[src/rtl/slave_mem_arb_pkg.sv]
// Shared types for the two-requester slave memory arbiter.
// SLAVE_MEM_ARB_FIXED_PRIO_EN selects fixed priority in the picker; default is round-robin.
package slave_mem_arb_pkg;

  localparam int NUM_REQ = 2;

  typedef enum logic [1:0] {
    IDLE   = 2'd0,
    ACCESS = 2'd1,
    DONE   = 2'd2
  } state_e;

  typedef logic [$clog2(NUM_REQ)-1:0] req_id_t;

endpackage

[src/rtl/slave_mem_arb_picker.sv]
// Winner select for the arbiter: round-robin pointer by default,
// fixed priority (requester 0 first) when SLAVE_MEM_ARB_FIXED_PRIO_EN is defined.
module slave_mem_arb_picker
  import slave_mem_arb_pkg::*;
(
  input  logic               clk_i,
  input  logic               rst_ni,
  input  logic [NUM_REQ-1:0] req_i,
  input  logic               grant_i,
  output req_id_t            winner_o
);

`ifdef SLAVE_MEM_ARB_FIXED_PRIO_EN
  logic unused_w;
  assign unused_w = clk_i ^ rst_ni ^ grant_i;

  always_comb begin
    winner_o = req_i[0] ? req_id_t'(0) : req_id_t'(1);
  end
`else
  req_id_t ptr_q;
  req_id_t ptr_d;

  // On a tie the pointer decides; after any grant it favours the other requester.
  always_comb begin
    if (&req_i) begin
      winner_o = ptr_q;
    end else begin
      winner_o = req_i[1] ? req_id_t'(1) : req_id_t'(0);
    end
    ptr_d = grant_i ? ~winner_o : ptr_q;
  end

  always_ff @(posedge clk_i or negedge rst_ni) begin
    if (!rst_ni) begin
      ptr_q <= '0;
    end else begin
      ptr_q <= ptr_d;
    end
  end
`endif

endmodule

[src/rtl/slave_mem_arbiter.sv]
// Two-requester arbiter/sequencer for a single-port slave memory (sync write, comb read).
// Define SLAVE_MEM_ARB_FIXED_PRIO_EN for fixed priority instead of round-robin.
module slave_mem_arbiter
  import slave_mem_arb_pkg::*;
#(
  parameter int ADDR_WIDTH = 12,
  parameter int DATA_WIDTH = 8
) (
  input  logic                  clk,
  input  logic                  rstn,
  input  logic                  req0,
  input  logic                  req1,
  input  logic                  we0,
  input  logic                  we1,
  input  logic [ADDR_WIDTH-1:0] addr0,
  input  logic [ADDR_WIDTH-1:0] addr1,
  input  logic [DATA_WIDTH-1:0] wdata0,
  input  logic [DATA_WIDTH-1:0] wdata1,
  output logic                  ack0,
  output logic                  ack1,
  output logic [DATA_WIDTH-1:0] rdata0,
  output logic [DATA_WIDTH-1:0] rdata1,
  output logic                  mem_wen,
  output logic                  mem_ren,
  output logic [ADDR_WIDTH-1:0] mem_addr,
  output logic [DATA_WIDTH-1:0] mem_wdata,
  input  logic [DATA_WIDTH-1:0] mem_rdata
);

  state_e                state_q, state_d;
  req_id_t               id_q;
  req_id_t               winner;
  logic                  grant;
  logic                  we_q;
  logic [ADDR_WIDTH-1:0] addr_q;
  logic [DATA_WIDTH-1:0] wdata_q;
  logic [DATA_WIDTH-1:0] rdata0_q, rdata1_q;

  slave_mem_arb_picker u_picker (
    .clk_i    (clk),
    .rst_ni   (rstn),
    .req_i    ({req1, req0}),
    .grant_i  (grant),
    .winner_o (winner)
  );

  always_comb begin
    state_d = state_q;
    grant   = 1'b0;
    case (state_q)
      IDLE: begin
        if (req0 || req1) begin
          grant   = 1'b1;
          state_d = ACCESS;
        end
      end
      ACCESS:  state_d = DONE;
      DONE:    state_d = IDLE;
      default: state_d = IDLE;
    endcase
  end

  // Memory strobes and address are only non-zero during the single ACCESS cycle.
  always_comb begin
    mem_wen   = 1'b0;
    mem_ren   = 1'b0;
    mem_addr  = '0;
    mem_wdata = '0;
    ack0      = 1'b0;
    ack1      = 1'b0;
    if (state_q == ACCESS) begin
      mem_wen   = we_q;
      mem_ren   = !we_q;
      mem_addr  = addr_q;
      mem_wdata = wdata_q;
    end
    if (state_q == DONE) begin
      ack0 = (id_q == req_id_t'(0));
      ack1 = (id_q == req_id_t'(1));
    end
  end

  always_ff @(posedge clk or negedge rstn) begin
    if (!rstn) begin
      state_q <= IDLE;
      id_q    <= '0;
      we_q    <= 1'b0;
    end else begin
      state_q <= state_d;
      if (grant) begin
        id_q <= winner;
        we_q <= (winner == req_id_t'(1)) ? we1 : we0;
      end
    end
  end

  always_ff @(posedge clk) begin
    if (grant) begin
      addr_q  <= (winner == req_id_t'(1)) ? addr1 : addr0;
      wdata_q <= (winner == req_id_t'(1)) ? wdata1 : wdata0;
    end
  end

  // Read data is captured at the edge that closes ACCESS and held until the next read.
  always_ff @(posedge clk or negedge rstn) begin
    if (!rstn) begin
      rdata0_q <= '0;
      rdata1_q <= '0;
    end else if (state_q == ACCESS && !we_q) begin
      if (id_q == req_id_t'(0)) rdata0_q <= mem_rdata;
      else                      rdata1_q <= mem_rdata;
    end
  end

  assign rdata0 = rdata0_q;
  assign rdata1 = rdata1_q;

endmodule
[config.mk]
export PLATFORM = sky130hd
export DESIGN_NAME = slave_mem_arbiter
export DESIGN_NICKNAME = d
export VERILOG_FILES = /design/src/rtl/slave_mem_arb_pkg.sv /design/src/rtl/slave_mem_arb_picker.sv /design/src/rtl/slave_mem_arbiter.sv
export SDC_FILE = /design/constraint.sdc
export NUM_CORES = 1
export LEC_CHECK = 0
export CORE_ASPECT_RATIO = 0.9
export CORE_UTILIZATION = 40
export DETAILED_ROUTE_END_ITERATION = 8
export DONT_BUFFER_PORTS = 1
export HOLD_SLACK_MARGIN = 0.1
export PLACE_DENSITY_LB_ADDON = 0.05
export SLEW_MARGIN = 20
export SYNTH_ARGS = -nofsm -noshare
export SYNTH_HDL_FRONTEND = slang
export SYNTH_SLANG_ARGS = --single-unit
[constraint.sdc]
create_clock -name clk -period 1.92 [get_ports clk]
set_input_delay 0.096 -clock clk [delete_from_list [all_inputs] [get_ports clk]]
set_output_delay 0.096 -clock clk [all_outputs]
set_load 0.03 [all_outputs]
==> flow_summary_export.csv <==
group,metric,value,unit
global_route,grt.overflow.total,0,
clock_network,clkSinkCount,41,
synthesis,synth_nets,177,
global_route,grt_pass1_vias,1284,
final_layout,nets,236,
drt,drt_iter0_markers,41,
die,die_w,73.4,um
timing,period_minus_slack,1.69,ns
clock_network,clockRootBuffer,"clkbuf_8",
timing,final_max_slew_viol_count,0,
placed_design,gp_congestion,0.750,
setup_path,end_kind,"output pin",
synthesis,syn_area,0.00184,sq mm
die,dieHeight,66.3,um
final_layout,final_cell_area,0.00255,sq mm
global_route,grt_max_degree,23,
final_layout,post-route-util,57.6,%
setup_path,critPathKind,"flop to output pin",
setup_path,critical_path.startpoint,"state_q[1]",
placed_design,dp_hpwl,2.46,mm
synthesis,ys_ff_latch,41,
setup_path,worst_setup_path_start_kind,"flop",
min_path,min_path_type,"input pin to flop",
global_route,antenna_found_initial,0,
job,drv_cap,0,
placed_design,post-place-ws,0.367,ns
setup_path,endpoint,"mem_wdata[7]",
setup_path,reg2reg_slack,0.29,ns
setup_path,worstPathRequired,1.82,ns
die,rows,23,
synthesis,yosysSeqAreaShare,61.3,%
clock_network,cts_setup_buffers,0,
timing,finClkSkew,0.00195,ns
global_route,grt_first_pass_wirelength,5.81,mm
clock_network,path_clk_slew,0.07,ns
pwr,leakagePower,0.982,nW
pwr,power.density,1500,mW/mm^2
placed_design,placedInstanceArea,0.00194,sq mm
clock_network,insertion_delay,0.29,ns
timing,setup_viol,0,
setup_path,max_stage_delay,0.41,ns
timing,finalWorstSetupSlack,0.226,ns
timing,tns,0,ns
clock_network,clockBufferDepth,2,
die,initial_core_util,41.4,%
setup_path,crit_chain,"nand2b_4 -> clkinvlp_4 -> and2_1",
setup_path,r2r_end,"u_picker.ptr_q",
synthesis,yosys_warnings,0,
timing,grt_setup_unrepaired,"no",
placed_design,io_buffers,0,
final_layout,drive_above_1_share,27.9,%
final_layout,n_antenna_cell,0,
pwr,irDropWorstVdd,0.000813,V
setup_path,r2r_start,"state_q[0]",
synthesis,avgSynthCellArea,14.9,sq um
global_route,track_usage,16.9,%
setup_path,crit_arrival,1.60,ns
setup_path,slowest_stage,"dfrtp_1",
timing,fin_crit_sh,88.2,%
drt,postRouteAntennaNets,0,
drt,viasPerCell,4.97,
outcome,status,"finished clean",
die,core,0.00443,sq mm
drt,remaining_drc_errors,0,
drt,vias,1217,
drt,dr.pass1.iters,3,
clock_network,cts-buffers-inserted,5,
die,ios,94,
timing,final_hold_viol_count,0,
setup_path,cp_max_fo,22,
die,dieArea,0.00487,sq mm
final_layout,area_growth,39.0,%
clock_network,htreeDepth,2,
setup_path,reg2regPathDepth,4,
timing,relSlewSlack,38.0,%
timing,fmax,590,MHz
clock_network,cts_tree,"done",
synthesis,syn_inst,123,
drt,wl_per_cell,16.1,um
synthesis,ys_types,22,
timing,tightest_slew,0.926,ns
drt,wirelength,3.94,mm
-- worst min path at each step --
| stage | start | end | slack (ns) | cells past startpoint |
|---|---|---|---|---|
| after detailed placement | rstn | rdata1[5] | -0.20 | 0 |
| after global routing | we0 | we_q | 0.11 | 2 |
| after global placement | rstn | rdata0[5] | -0.20 | 0 |
| final | we0 | we_q | 0.12 | 2 |
| after CTS | we0 | we_q | 0.10 | 2 |
| after floorplan | rstn | id_q | -0.20 | 0 |
-- synthesized netlist by cell type (all sizes together) --
cell | instances | area (sq um)
o22a | 1 | 8.76
o21a | 2 | 15.0
a21oi | 1 | 5.00
a21boi | 1 | 7.51
dfrtp | 21 | 526
nor2 | 2 | 7.51
mux2 | 36 | 405
nor3 | 2 | 32.5
nand2 | 2 | 7.51
nor3b | 2 | 15.0
nor2b | 1 | 6.26
inv | 2 | 7.50
clkbuf | 2 | 7.51
buf | 2 | 10.0
a31oi | 1 | 6.26
and2 | 21 | 131
nand2b | 2 | 20.0
edfxtp | 20 | 601
o32ai | 1 | 8.76
o221ai | 1 | 8.76
-- sequential cells by signal, summed over array words and instances (netlist names) --
signal          count
we_q                1
wdata_q             8
u_picker.ptr_q      1
state_q             2
id_q                1
rdata1              8
addr_q             12
rdata0              8
-- per-stage QoR --
| stage | instances | hold WS (ns) | power (mW) |
|---|---|---|---|
| after global placement | 185 | -0.199 | 3.11 |
| final | 245 | 0.116 | 3.82 |
| after detailed placement | 185 | -0.199 | 3.15 |
| after global routing | 245 | 0.111 | 4.02 |
| after floorplan | 123 | -0.200 | 2.91 |
| after CTS | 245 | 0.104 | 3.84 |
-- per-layer routing --
| layer | up-vias | routed length [um] | track usage [%] | share of wire (%) |
|---|---|---|---|---|
| li1 | 564 | - | - | - |
| met4 | 0 | 32 | 5.53 | 0.81 |
| met3 | 4 | 303 | 7.16 | 7.7 |
| met1 | 595 | 1500 | 16.1 | 38 |
| met5 | - | 0 | 0 | 0 |
| met2 | 54 | 2110 | 32.2 | 54 |
-- logic make-up after synthesis --
| family | after synthesis | share of synthesized area (%) |
|---|---|---|
| AOI/OAI and AO/OA | 8 | 3.27 |
| muxes | 36 | 22.1 |
| buffers and inverters | 6 | 1.36 |
| DFF | 41 | 61.3 |
| and+or+nand+nor | 32 | 12.0 |
-- layout by cell type (no fill, tap or decap), types with 2 or more instances in the layout --
master         netlist  final
dlygate4sd3_1        0     52
mux2_2              36     36
and2_1              21     21
dfrtp_1             21     21
edfxtp_1            20     20
clkbuf_8             0      6
buf_4                0      3
nand2_1              2      2
nor2_1               2      2
nor3b_1              2      2
o21a_1               2      2
nor3_4               2      2
clkbuf_1             2      2
-- worst max-delay path, delay by kind of cell, from the launching register on --
family | cells | cell delay [ns]
buffers and inverters | 1 | 0.30
DFF | 1 | 0.41
and+or+nand+nor | 2 | 0.60
-- power by group --
| group | switching (mW) | total (mW) | internal (mW) |
|---|---|---|---|
| registers | 0.561 | 1.90 | 1.33 |
| clock network | 0.279 | 0.572 | 0.293 |
| logic | 0.825 | 1.35 | 0.528 |
| total | 1.66 | 3.82 | 2.16 |
-- repair_timing --
action	CTS	global route
hold buffers	52	0
endpoints found under the setup margin	0	21
gates resized for setup	0	1
hold endpoints to repair	61	0
-- layout make-up --
type	instances	area, sq um
multi-input cells	76	686
fillers	383	1880
flip-flops and latches	41	1130
repair buffers	56	563
clock buffers	8	90.1
inverters	2	11.3
well taps	62	77.6
Note: power is estimated with default switching activity, not from simulation.
